===== src/rtl/i2c_pkg.sv =====
// Shared constants for the I2C bus arbiter: FSM encoding, bus field widths
// and the read/write direction encoding.
package i2c_pkg;

   localparam int ADDR_W = 7;
   localparam int DATA_W = 8;

   localparam logic RW_READ  = 1'b1;
   localparam logic RW_WRITE = 1'b0;

   localparam int ST_W = 2;
   localparam logic [1:0] ST_IDLE     = 2'd0;
   localparam logic [1:0] ST_LAUNCH   = 2'd1;
   localparam logic [1:0] ST_WAIT     = 2'd2;
   localparam logic [1:0] ST_COMPLETE = 2'd3;

   // Width of a requester index; a single requester still needs one bit.
   function automatic int ptr_width(input int n);
      return (n > 1) ? $clog2(n) : 1;
   endfunction

endpackage


===== src/rtl/i2c_bus_arbiter_rr_pick.sv =====
// Combinational round-robin picker: first set req bit at or after ptr,
// wrapping modulo NREQ; one-hot result, all-zero when nothing requests.
module rr_pick
   import i2c_pkg::*;
#(
   parameter int NREQ  = 4,
   parameter int PTR_W = ptr_width(NREQ)
) (
   input  logic [NREQ-1:0]  req,
   input  logic [PTR_W-1:0] ptr,
   output logic [NREQ-1:0]  winner
);

   logic [PTR_W-1:0] idx;
   logic             found;

   always_comb begin
      winner = '0;
      found  = 1'b0;
      idx    = '0;
      for (int k = 0; k < NREQ; k++) begin
         idx = PTR_W'((int'(ptr) + k) % NREQ);
         if (!found && req[idx]) begin
            winner[idx] = 1'b1;
            found       = 1'b1;
         end
      end
   end

endmodule


===== src/rtl/i2c_bus_arbiter.sv =====
// Shares one I2C master engine between NREQ requesters, round-robin.
// Optional watchdog on the master engine: define I2C_BUS_ARBITER_TIMEOUT_EN.
module i2c_bus_arbiter
   import i2c_pkg::*;
#(
   parameter int NREQ        = 4,
   parameter int TIMEOUT_CYC = 4096
) (
   input  logic                   clk,
   input  logic                   rst,
   input  logic [NREQ-1:0]        req,
   input  logic [NREQ*ADDR_W-1:0] req_addr,
   input  logic [NREQ-1:0]        req_rw,
   input  logic [NREQ*DATA_W-1:0] req_wdata,
   output logic [NREQ-1:0]        gnt,
   output logic [NREQ-1:0]        done,
   output logic [DATA_W-1:0]      rdata,
   output logic                   nack,
   output logic                   m_start,
   output logic [ADDR_W-1:0]      m_addr,
   output logic                   m_rw,
   output logic [DATA_W-1:0]      m_wdata,
   input  logic                   m_busy,
   input  logic                   m_done,
   input  logic [DATA_W-1:0]      m_rdata,
   input  logic                   m_nack,
   output logic [ST_W-1:0]        fsm_state
);

   // Handshakes: req is a level held until the arbiter answers; the granted
   // requester gets a single-cycle done with rdata/nack valid in that cycle.
   // Toward the engine, m_start is a one-cycle pulse issued only while
   // m_busy is low, and the engine answers with a one-cycle m_done that is
   // honoured only while waiting for it.

   localparam int PTR_W = ptr_width(NREQ);

   logic [PTR_W-1:0] ptr;
   logic [PTR_W-1:0] gidx;
   logic [PTR_W-1:0] win_idx;
   logic [NREQ-1:0]  winner;
   logic             expire;

   rr_pick #(
      .NREQ  (NREQ),
      .PTR_W (PTR_W)
   ) u_rr_pick (
      .req    (req),
      .ptr    (ptr),
      .winner (winner)
   );

   always_comb begin
      win_idx = '0;
      for (int i = 0; i < NREQ; i++) begin
         if (winner[i]) win_idx = PTR_W'(i);
      end
   end

`ifdef I2C_BUS_ARBITER_TIMEOUT_EN
   localparam int WD_W = $clog2(TIMEOUT_CYC + 1);

   logic [WD_W-1:0] wdog;

   // Counts every cycle spent waiting on the engine; cleared otherwise.
   always_ff @(posedge clk or negedge rst) begin
      if (!rst) begin
         wdog <= '0;
      end else if (fsm_state == ST_LAUNCH || fsm_state == ST_WAIT) begin
         wdog <= wdog + 1'b1;
      end else begin
         wdog <= '0;
      end
   end

   assign expire = (fsm_state == ST_LAUNCH || fsm_state == ST_WAIT) &&
                   (wdog == WD_W'(TIMEOUT_CYC - 1));
`else
   logic unused_timeout;

   assign expire         = 1'b0;
   assign unused_timeout = (TIMEOUT_CYC > 0);
`endif

   always_ff @(posedge clk or negedge rst) begin
      if (!rst) begin
         fsm_state <= ST_IDLE;
         gnt       <= '0;
         gidx      <= '0;
         ptr       <= '0;
         m_start   <= 1'b0;
         m_addr    <= '0;
         m_rw      <= 1'b0;
         m_wdata   <= '0;
         rdata     <= '0;
         nack      <= 1'b0;
      end else begin
         m_start <= 1'b0;
         case (fsm_state)
            ST_IDLE: begin
               if (|req) begin
                  gnt       <= winner;
                  gidx      <= win_idx;
                  m_addr    <= req_addr[ADDR_W*win_idx +: ADDR_W];
                  m_rw      <= req_rw[win_idx];
                  m_wdata   <= req_wdata[DATA_W*win_idx +: DATA_W];
                  fsm_state <= ST_LAUNCH;
               end
            end
            ST_LAUNCH: begin
               if (expire) begin
                  rdata     <= '0;
                  nack      <= 1'b1;
                  fsm_state <= ST_COMPLETE;
               end else if (!m_busy) begin
                  m_start   <= 1'b1;
                  fsm_state <= ST_WAIT;
               end
            end
            ST_WAIT: begin
               // A completion arriving in the expiry cycle beats the watchdog.
               if (m_done) begin
                  rdata     <= m_rdata;
                  nack      <= m_nack;
                  fsm_state <= ST_COMPLETE;
               end else if (expire) begin
                  rdata     <= '0;
                  nack      <= 1'b1;
                  fsm_state <= ST_COMPLETE;
               end
            end
            ST_COMPLETE: begin
               gnt       <= '0;
               ptr       <= (gidx == PTR_W'(NREQ - 1)) ? '0 : gidx + 1'b1;
               fsm_state <= ST_IDLE;
            end
            default: begin
               fsm_state <= ST_IDLE;
            end
         endcase
      end
   end

   assign done = (fsm_state == ST_COMPLETE) ? gnt : '0;

endmodule


===== config.mk =====
export PLATFORM = sky130hd
export DESIGN_NAME = i2c_bus_arbiter
export DESIGN_NICKNAME = d
export VERILOG_FILES = /design/src/rtl/i2c_pkg.sv /design/src/rtl/i2c_bus_arbiter_rr_pick.sv /design/src/rtl/i2c_bus_arbiter.sv
export SDC_FILE = /design/constraint.sdc
export NUM_CORES = 1
export LEC_CHECK = 0
export BUFFER_PORTS_ARGS = -buffer_cell sky130_fd_sc_hd__buf_2
export CAP_MARGIN = 10
export CORE_MARGIN = 1
export CORE_UTILIZATION = 50
export CTS_BUF_LIST = sky130_fd_sc_hd__clkbuf_2
export DETAILED_ROUTE_END_ITERATION = 16
export GPL_ROUTABILITY_DRIVEN = 0
export GPL_TIMING_DRIVEN = 0
export PLACE_DENSITY = 0.88
export SYNTH_ARGS = -nofsm -noshare
export SYNTH_HDL_FRONTEND = slang
export SYNTH_SLANG_ARGS = --single-unit

===== constraint.sdc =====
create_clock -name clk -period 8.4 [get_ports clk]
set_input_delay 0.42 -clock clk [delete_from_list [all_inputs] [get_ports clk]]
set_output_delay 0.42 -clock clk [all_outputs]
set_load 0.01 [all_outputs]

==> results by group <==
Run status
  • Run status: finished clean

Die
  • I/O pins: 117
  • Die Wd: 72.8 µm
  • Starting utilization of the core area: 52.4%
  • Number of rows created at floorplan: 25
  • DIE AREA: 5300 µm²
  • Core region area: 4790 µm²
  • DIE HEIGHT: 72.8 µm

STA
  • WHS: 0.0765 ns
  • Post-layout minimum cycle time: 3.17 ns
  • Final critical-path setup slack: 5.23 ns
  • Setup repair after global routing missed its margin: false
  • Worst clock skew on the final layout: 0.0169 ns
  • Number of setup violations in the final report: 0
  • Final-report hold violation count: 0
  • Actual slew at the worst max-slew pin: 0.790 ns
  • Worst slew margin relative to its limit: 47.4%
  • Number of pins with negative max-slew slack in the final report: 0
  • Setup tns final: 0 ns
  • Highest clock frequency the design can meet: 315 MHz
  • Share of the clock period used by the worst path after layout: 37.7%

Pwr
  • Net switching fraction of the power: 48.4%
  • P per Cell Area: 385 nW/µm²
  • Worst vdd ir: 232 µV
  • Power share of the combinational group: 68.5%
  • Clock power frac: 6.6%
  • Leakage power total: 1.55 nW
  • Portion of total power attributed to sequential cells: 24.9%
  • Net switching component of the power: 0.599 mW
  • Cell-internal power: 0.637 mW

CTS
  • Clock input transition at the sequential cells of the worst setup and hold paths: 0.19 ns
  • Source-to-sink clock delay at the later pin of the worst-skew pair: 0.39 ns
  • Clk sinks: 36
  • TritonCTS clock tree: done
  • Setup Buffers After CTS: 0
  • Total of hold buffers inserted after clock tree synthesis: 0
  • H-Tree Depth: 2
  • CTS root buf: sky130_fd_sc_hd__clkbuf_2
  • Gates resized, CTS repair: 0
  • TritonCTS Buffers: 5
  • Max Root-Sink Buffers: 2

Drt
  • Initial detailed-routing violation count: 150
  • DR vias: 2565
  • First-pass detailed-route iteration total: 4
  • Routed Wire Length: 6650 µm
  • Drt drc: 0
  • Via-per-instance ratio: 5.56
  • Detail Route Antenna Nets: 0
  • Per-cell routed wire length: 14.4 µm

Synth
  • Number of enable-type register cells in the synthesized netlist: 0
  • Syn nets: 363
  • Average instance area after synthesis: 9.29 µm²
  • Combined area of all synthesized cells: 2510 µm²
  • Library cell with the highest instance count after synthesis: sky130_fd_sc_hd__nand2_1
  • Cell count after synthesis: 270
  • Unique masters post-synth: 45
  • Async set-or-reset flop fraction in the synthesized netlist: 100%
  • Proportion of synthesized chip area in sequential cells: 35.9%
  • Leading area contributor after synthesis: sky130_fd_sc_hd__dfrtp_1
  • Yosys reg bits: 36
  • Top cell types by occurrence after synthesis: 44 x sky130_fd_sc_hd__nand2_1, 36 x sky130_fd_sc_hd__dfrtp_1, 24 x sky130_fd_sc_hd__o21ai_0, 16 x sky130_fd_sc_hd__nand3_1, 16 x sky130_fd_sc_hd__nor3_1
  • Top FF cell, synth: sky130_fd_sc_hd__dfrtp_1
  • Cell types with the largest area share after synthesis: sky130_fd_sc_hd__dfrtp_1 36%, sky130_fd_sc_hd__nand2_1 6.6%, sky130_fd_sc_hd__ha_1 6.0%, sky130_fd_sc_hd__mux2_2 4.9%, sky130_fd_sc_hd__o21ai_0 4.8%
  • Share of the synthesized area in the top cell type: 35.9%
  • Number of warnings reported in the yosys synthesis log: 0

Placement
  • Worst setup timing slack at the placement stage: 5.29 ns
  • Buffers added on ports: 116
  • DP HPWL: 5020 µm
  • Cell count after placement: 453

Critical path
  • Reg2reg setup slack: 5.23 ns
  • Worst Path Class, Setup: reg -> reg
  • Largest delay contributor family on the critical path: compound AO/OA/AOI/OAI gates
  • Buffering stage count on the worst path with inverters included: 3
  • End of the worst register-to-register path: m_addr[4]
  • Crit path capture type: flip-flop
  • Startpoint types: flip-flop
  • Worst path required time: 8.73 ns
  • Reg-to-Reg Start: ptr[0]
  • Slowest library cell on the worst path: sky130_fd_sc_hd__a21oi_1
  • Longest individual stage delay on the worst path: 0.53 ns
  • Number of cells on the worst reg-to-reg path: 10
  • Maximum fanout encountered on the critical timing path: 10
  • Critical path data arrival time: 3.50 ns
  • Cells along the critical path: buf_6 > inv_1 > ha_1 > mux2_2 > a22oi_1 > o211ai_1 > a21oi_1 > clkbuf_1 > o21ai_0 > o211ai_2

Global route
  • Met2 track demand over resource in global routing: 44.2%
  • Maximum number of pins on one net before global-route repair: 37
  • Overall overflow remaining after global route: 0
  • Gr busiest metal: met2
  • Number of global-route vias before repair: 2351
  • Global-route usage over all layers: 25.6%
  • Wire length of the first global-routing pass: 10500 µm
  • Antenna violations before repair: 0
  • Met1 track demand over resource: 31.9%
  • Global routing usage on met3: 5.66%

Final layout
  • Fraction of layout cells with a size suffix above 1: 42.9%
  • Fill cells: 408
  • Fin cells: 461
  • Core Util, Final: 67.1%
  • Synth-to-layout area growth: 28.1%
  • Post-layout net count: 486
  • Diode insertion count for antenna repair: 0

Flow run
  • Reported max-cap violation count: 0

Min path
  • Hold crit path type: in -> async
## kinds of logic (layout without fill, tap and decap cells)
kind of cell | Yosys count | in the layout | synth area share [%]
mux | 15 | 15 | 8.03
simple gates | 105 | 105 | 20.1
flops | 36 | 36 | 35.9
buf+inv | 25 | 149 | 5.79
fa+ha+maj | 12 | 12 | 5.99
compound gates | 77 | 77 | 24.2
## routing by layer
layer,vias up,wire [µm]
met4,0,104
li1,1233,-
met1,1185,2650
met5,-,0
met3,15,544
met2,132,3350
## worst reg2reg max path, cell delays in order, from the launching register on
cell and delay [ns]:
sky130_fd_sc_hd__dfrtp_1 0.46, sky130_fd_sc_hd__buf_6 0.17, sky130_fd_sc_hd__inv_1 0.11, sky130_fd_sc_hd__ha_1 0.36
sky130_fd_sc_hd__mux2_2 0.38, sky130_fd_sc_hd__a22oi_1 0.18, sky130_fd_sc_hd__o211ai_1 0.14, sky130_fd_sc_hd__a21oi_1 0.53
sky130_fd_sc_hd__clkbuf_1 0.41, sky130_fd_sc_hd__o21ai_0 0.19, sky130_fd_sc_hd__o211ai_2 0.20
## through the flow
| step | power [mW] | area (µm²) |
|---|---|---|
| after global placement | 1.13 | 3170 |
| final | 1.24 | 3210 |
| after detailed placement | 1.16 | 3170 |
| after CTS | 1.24 | 3210 |
| after floorplan | 0.920 | 2510 |
| after global routing | 1.34 | 3210 |
## worst max path at each step
stage,slack [ns],cells past startpoint,end,start
after floorplan,5.76,10,m_addr[1],ptr[0]
after global placement,5.36,10,m_wdata[7],ptr[0]
after detailed placement,5.29,10,m_wdata[7],ptr[0]
after CTS,5.25,10,m_wdata[7],ptr[0]
after global routing,5.02,10,m_addr[2],ptr[0]
final,5.23,10,m_addr[4],ptr[0]
## sequential cells by signal, summed over array words and instances (netlist names)
register   flops
rdata          8
gidx           2
nack           1
gnt            4
ptr            2
m_start        1
m_addr         7
m_wdata        8
fsm_state      2
m_rw           1
## cell type report
| type | count | area [µm²] | share of cell area, % |
|---|---|---|---|
| plain buffers | 18 | 119 | 3.70 |
| clock buffers | 6 | 30.0 | 0.935 |
| clock inverters | 2 | 11.3 | 0.350 |
| inverters | 7 | 26.3 | 0.818 |
| multi-input cells | 209 | 1460 | 45.5 |
| flip-flops and latches | 36 | 901 | 28.0 |
| well taps | 67 | 83.8 | 2.61 |
| repair buffers | 116 | 581 | 18.1 |
## power groups by stage
stage / sequential, mW / clock, mW / combinational, mW
global placement: 0.308 / 0 / 0.820
CTS: 0.309 / 0.0822 / 0.846
finish: 0.308 / 0.0812 / 0.847
floorplan: 0.342 / 0 / 0.578
detailed placement: 0.313 / 0 / 0.844
global route: 0.319 / 0.0903 / 0.933
## cell usage in the layout, fill, tap and decap left out, drive strengths merged, types with 3 or more instances in the layout
master | synthesis | layout
o31ai | 3 | 3
ha | 12 | 12
a21oi | 6 | 6
nand2 | 44 | 44
nand3 | 16 | 16
inv | 7 | 7
o21ai | 26 | 26
and2 | 8 | 8
nor2 | 6 | 6
mux4 | 3 | 3
dfrtp | 36 | 36
nand2b | 3 | 3
clkbuf | 9 | 15
nor2b | 4 | 4
o211ai | 17 | 17
a211oi | 16 | 16
buf | 9 | 125
nor3 | 16 | 16
mux2 | 11 | 11
Power figures use the tool's default switching activity.
